File: src/rtl/npc_duty_scheduler.sv
// Duty-command scheduler for one NPC PWM channel: soft start/stop in fixed steps
// once per carrier period, clamped target, immediate latched fault shutdown.
module npc_duty_scheduler #(
  parameter int unsigned PERIOD   = 1000,
  parameter int unsigned STEP     = 10,
  parameter int unsigned DUTY_MAX = 1000
) (
  input  logic       clk,
  input  logic       rst_n,
  input  logic       enable,
  input  logic       fault,
  input  logic [9:0] target,
  output logic [9:0] duty,
  output logic       period_tick,
  output logic       running,
  output logic       at_target,
  output logic       fault_latched
);

  localparam int unsigned PW = (PERIOD > 1) ? $clog2(PERIOD) : 1;
  localparam logic [PW-1:0] PCNT_LAST = PW'(PERIOD - 1);
  localparam logic [10:0] STEP_W = 11'(STEP);
  localparam logic [10:0] DMAX_W = 11'(DUTY_MAX);

  typedef enum logic [2:0] {
    IDLE,
    RAMP,
    RUN,
    RAMP_DOWN,
    FAULT
  } state_t;

  state_t        state;
  state_t        state_next;
  logic [PW-1:0] pcnt;
  logic [PW-1:0] pcnt_next;
  logic          tick;
  logic [9:0]    duty_r;
  logic [10:0]   duty_w;
  logic [10:0]   duty_next;
  logic [10:0]   tgt_c;
  logic [10:0]   toward;
  logic [10:0]   down;

  assign tick      = (pcnt == PCNT_LAST);
  assign pcnt_next = tick ? '0 : pcnt + 1'b1;
  assign duty_w    = {1'b0, duty_r};
  assign tgt_c     = ({1'b0, target} > DMAX_W) ? DMAX_W : {1'b0, target};
  assign duty      = duty_r;

  // One step toward the clamped target, landing exactly on it when within STEP.
  always_comb begin
    if (tgt_c >= duty_w) begin
      toward = ((tgt_c - duty_w) <= STEP_W) ? tgt_c : duty_w + STEP_W;
    end else begin
      toward = ((duty_w - tgt_c) <= STEP_W) ? tgt_c : duty_w - STEP_W;
    end
    down = (duty_w > STEP_W) ? duty_w - STEP_W : 11'd0;
  end

  // NOTE: every output of this block gets a default first so no path can infer a latch.
  always_comb begin
    state_next = state;
    duty_next  = duty_w;
    if (fault) begin
      state_next = FAULT;
      duty_next  = 11'd0;
    end else begin
      unique case (state)
        FAULT: begin
          duty_next = 11'd0;
          if (!enable) state_next = IDLE;
        end
        IDLE: begin
          if (tick && enable) begin
            duty_next  = toward;
            state_next = (toward == tgt_c) ? RUN : RAMP;
          end
        end
        RAMP, RUN: begin
          if (tick) begin
            if (!enable) begin
              duty_next  = down;
              state_next = RAMP_DOWN;
            end else begin
              duty_next  = toward;
              state_next = (toward == tgt_c) ? RUN : RAMP;
            end
          end
        end
        RAMP_DOWN: begin
          if (tick) begin
            if (enable) begin
              duty_next  = toward;
              state_next = (toward == tgt_c) ? RUN : RAMP;
            end else begin
              duty_next  = down;
              state_next = (down == 11'd0) ? IDLE : RAMP_DOWN;
            end
          end
        end
        default: begin
          state_next = IDLE;
          duty_next  = 11'd0;
        end
      endcase
    end
  end

  // Status flags are registered from the next state so they move with duty.
  // NOTE: sequential state uses non-blocking assignments so all registers update together.
  always_ff @(posedge clk) begin
    if (!rst_n) begin
      state         <= IDLE;
      pcnt          <= '0;
      duty_r        <= '0;
      period_tick   <= 1'b0;
      running       <= 1'b0;
      at_target     <= 1'b0;
      fault_latched <= 1'b0;
    end else begin
      state         <= state_next;
      pcnt          <= pcnt_next;
      duty_r        <= duty_next[9:0];
      period_tick   <= (pcnt_next == PCNT_LAST);
      running       <= (state_next == RAMP) || (state_next == RUN) || (state_next == RAMP_DOWN);
      at_target     <= (state_next == RUN);
      fault_latched <= (state_next == FAULT);
    end
  end

endmodule

File: config.mk
export PLATFORM = sky130hd
export DESIGN_NAME = npc_duty_scheduler
export DESIGN_NICKNAME = d
export VERILOG_FILES = /design/src/rtl/npc_duty_scheduler.sv
export SDC_FILE = /design/constraint.sdc
export NUM_CORES = 1
export LEC_CHECK = 0
export CAP_MARGIN = 10
export CORE_UTILIZATION = 30
export DETAILED_ROUTE_END_ITERATION = 16
export GPL_TIMING_DRIVEN = 1
export PLACE_DENSITY = 0.59
export REMOVE_ABC_BUFFERS = 1
export SKIP_CTS_REPAIR_TIMING = 1
export SKIP_LAST_GASP = 1
export SYNTH_ARGS = -nofsm -noshare
export SYNTH_HDL_FRONTEND = slang
export SYNTH_SLANG_ARGS = --single-unit
File: constraint.sdc
create_clock -name clk -period 5.35 [get_ports clk]
set_clock_uncertainty 0.05 [all_clocks]
set_input_delay 1.07 -clock clk [delete_from_list [all_inputs] [get_ports clk]]
set_output_delay 1.07 -clock clk [all_outputs]
set_load 0.01 [all_outputs]
==> impl_metrics.tcl <==
set metrics [dict create \
    status "completed" \
    post-synth-top-count-cell "nand2_1" \
    cts_buffers 3 \
    hold_depth 1 \
    numClockSinks 27 \
    peakVddDrop_uv 159.2 \
    gp_congestion 0.9562 \
    place_ws_ps 224.5 \
    totalWireLength_mm 10.98 \
    first_global_vias 3478 \
    drive_gt1_frac 0.07708 \
    crit_path_cell_trace "clkdlybuf4s50_1, o21a_1, nand2_1, nand2_1, ha_1, nand4_1, or3_1, a32oi_1, inv_2, a21oi_2, a32o_1, o221ai_1, o21ai_0, o221ai_1, nor3_1" \
    core_area_sq_um 10890 \
    drcViolationCount 0 \
    cpPeakStageDelay_ps 510 \
    period_needed_ps 4953 \
    timing.hold.ws_ps 449.2 \
    cp-end-kind "register" \
    yosysWarningCount 0 \
    die_area_sq_um 11640 \
    r2r-end "state[0]" \
    finalSetupViolCount 0 \
    startpoint_type "input port" \
    ios 28 \
    ys_types 73 \
    rows 38 \
    port-buffer-count 27 \
    yosysTopAreaCell "dfxtp_1" \
    synthArstFlopShare 0 \
    crit_required_ps 5500 \
    drv_cap 0 \
    antenna_left 0 \
    crit_type "in2reg" \
    synth-main-ff-cell "dfxtp_1" \
    rrSetupSlack_ps 1380 \
    yosysSeqAreaShare 0.1607 \
    seqCellArea_sq_um 540.5 \
    hold_path.startpoint "pcnt[0]" \
    r2r_cells 14 \
    maxSlewViolCount 0 \
    placedCellCount 629 \
    crit_fanout 9 \
    fillers 1151 \
    rsz0062_at_grt "no" \
    via_per_inst 5.904 \
    synthesis.area_sq_um 3363 \
    relSlewSlack 0.5454 \
    multiInputGateArea_sq_um 2609 \
    worstPathArrival_ps 5100 \
    area_delta_synth_final_pct 15.40 \
    nets 532 \
    die_h_um 107.9 \
    initial_core_util 0.3089 \
    ys_top_cells_by_area "dfxtp_1 (16%), ha_1 (8.6%), xnor2_1 (5.5%)" \
    yosysTopAreaCellShare 0.1607 \
    cp_slowest_cell "ha_1" \
    r2r-start "duty[6]" \
    syn_avg_cell_area_sq_um 7.125 \
    leakage_nw 1.416 \
    wl_per_cell_um 17.35 \
    finalSetupTns_ps 0 \
    synth-edff-count 0 \
    cellPowerDensity_nw_per_um2 124.9 \
    first_pass_iters 5 \
    synthTopCellsByCount "nand2_1 (44), nor2_1 (41), a21oi_1 (35)" \
    grtUsageTotal 0.1946 \
    min_delay_worst_endpoint "pcnt[0]" \
    finalCritPeriodShare 0.9258 \
    netlist_instances 472 \
    clockBufferDepth 2 \
    worst_pin_slew_ps 679.4 \
    holdCritPathClass "reg2reg" \
    cts_max_level 1 \
    tritoncts "yes" \
    clkTransAtPathRegs_ps 90 \
    clock.fmax_mhz 201.9 \
    overflow 0 \
    die_x_um 107.9 \
    grt_max_degree 18 \
    place_hpwl_mm 8.709 \
    clkLatencyLatePin_ps 270 \
    synth-seq-cells 27 \
    layout.cells.non_filler 633 \
    hold_viol_final 0 \
    fin_ws_ps 397.0 \
    grt_pass1_wl_mm 18.11 \
    diodes 0 \
    antenna_found_initial 0 \
    cts_root_buf "clkbuf_8" \
    vias 3737 \
    drtIter0Drc 436 \
    utilization 0.3565 \
]
sequential cells by signal, summed over array words and instances (netlist names):
name,cells
fault_latched,1
duty,10
period_tick,1
at_target,1
pcnt,10
state,3
running,1
kinds of logic (layout without fill, tap and decap cells):
family	count (synthesis)	in the layout	share of synthesized area
AND/OR/NAND/NOR	174	174	0.2612
AO/OA/AOI/OAI	155	155	0.3244
buffers and inverters	55	76	0.06362
XOR/XNOR	32	32	0.08333
flip-flops	27	27	0.1607
adder cells (fa/ha/maj)	24	24	0.09152
multiplexers	5	5	0.01525
area by class of cell:
cell class              count  share of cell area
inverters                  30             0.02901
clock buffers               3             0.01064
flip-flops and latches     27              0.1393
well taps                 140             0.04513
multi-input cells         390              0.6721
repair buffers             42              0.1019
clock inverters             1            0.001934
where the power goes:
group	switching (W)	total, W	internal [W]
clock	0.0000646	0.000117	0.0000528
sequential	0.00000347	0.000207	0.000204
combinational	0.0000925	0.000160	0.0000675
total	0.000161	0.000485	0.000324
worst max-delay path by stage:
stage          depth (start not counted)      start         to
6_report                              15  target[4]  at_target
5_1_grt                               16  target[8]  at_target
4_1_cts                               18  target[8]    duty[0]
3_5_place_dp                          18  target[8]    duty[0]
3_3_place_gp                          15  target[4]  at_target
2_1_floorplan                         16  target[7]    duty[0]
critical path: cells and delay by family:
| family | cells | cell delay (ps) |
|---|---|---|
| buffers and inverters | 2 | 590 |
| AO/OA/AOI/OAI | 7 | 1760 |
| AND/OR/NAND/NOR | 5 | 1170 |
| adder cells (fa/ha/maj) | 1 | 510 |
routing by layer:
| metal | part of all wire | track usage |
|---|---|---|
| met1 | 0.46 | 0.2689 |
| met2 | 0.44 | 0.3132 |
| met3 | 0.070 | 0.02058 |
| met4 | 0.030 | 0.06360 |
| met5 | 0 | 0 |
stage by stage:
stage               total power [W]  instance area, sq um
finish                    0.0004846                  3881
floorplan                 0.0003104                  3262
detailed placement        0.0003674                  3832
global placement          0.0003670                  3832
global route              0.0005088                  3881
CTS                       0.0004857                  3881
placed cells by master (no fill, tap or decap), types with 3 or more instances in the layout:
cell type	count
nand3b_1	4
nor2_1	41
clkdlybuf4s50_1	27
a211o_1	3
nand4_1	7
ha_1	23
o211ai_1	4
o21ai_0	21
nand2_1	44
or3_1	3
xor2_1	11
o22ai_1	5
inv_1	24
a21o_1	3
a221oi_1	4
a31oi_1	7
a32oi_1	4
nand2b_1	6
clkbuf_8	3
o21a_1	8
nand3_1	16
inv_2	5
nor3_1	13
nor2b_1	12
a21oi_1	35
nor3b_1	3
mux2i_1	4
buf_4	14
and4_1	4
o21ai_1	17
o221ai_1	6
dfxtp_1	27
xnor2_1	21
and2_1	4
and3_1	5
nor4_1	4
a32o_1	3
a21boi_0	3
No activity file was read; power rests on OpenSTA's default activity.
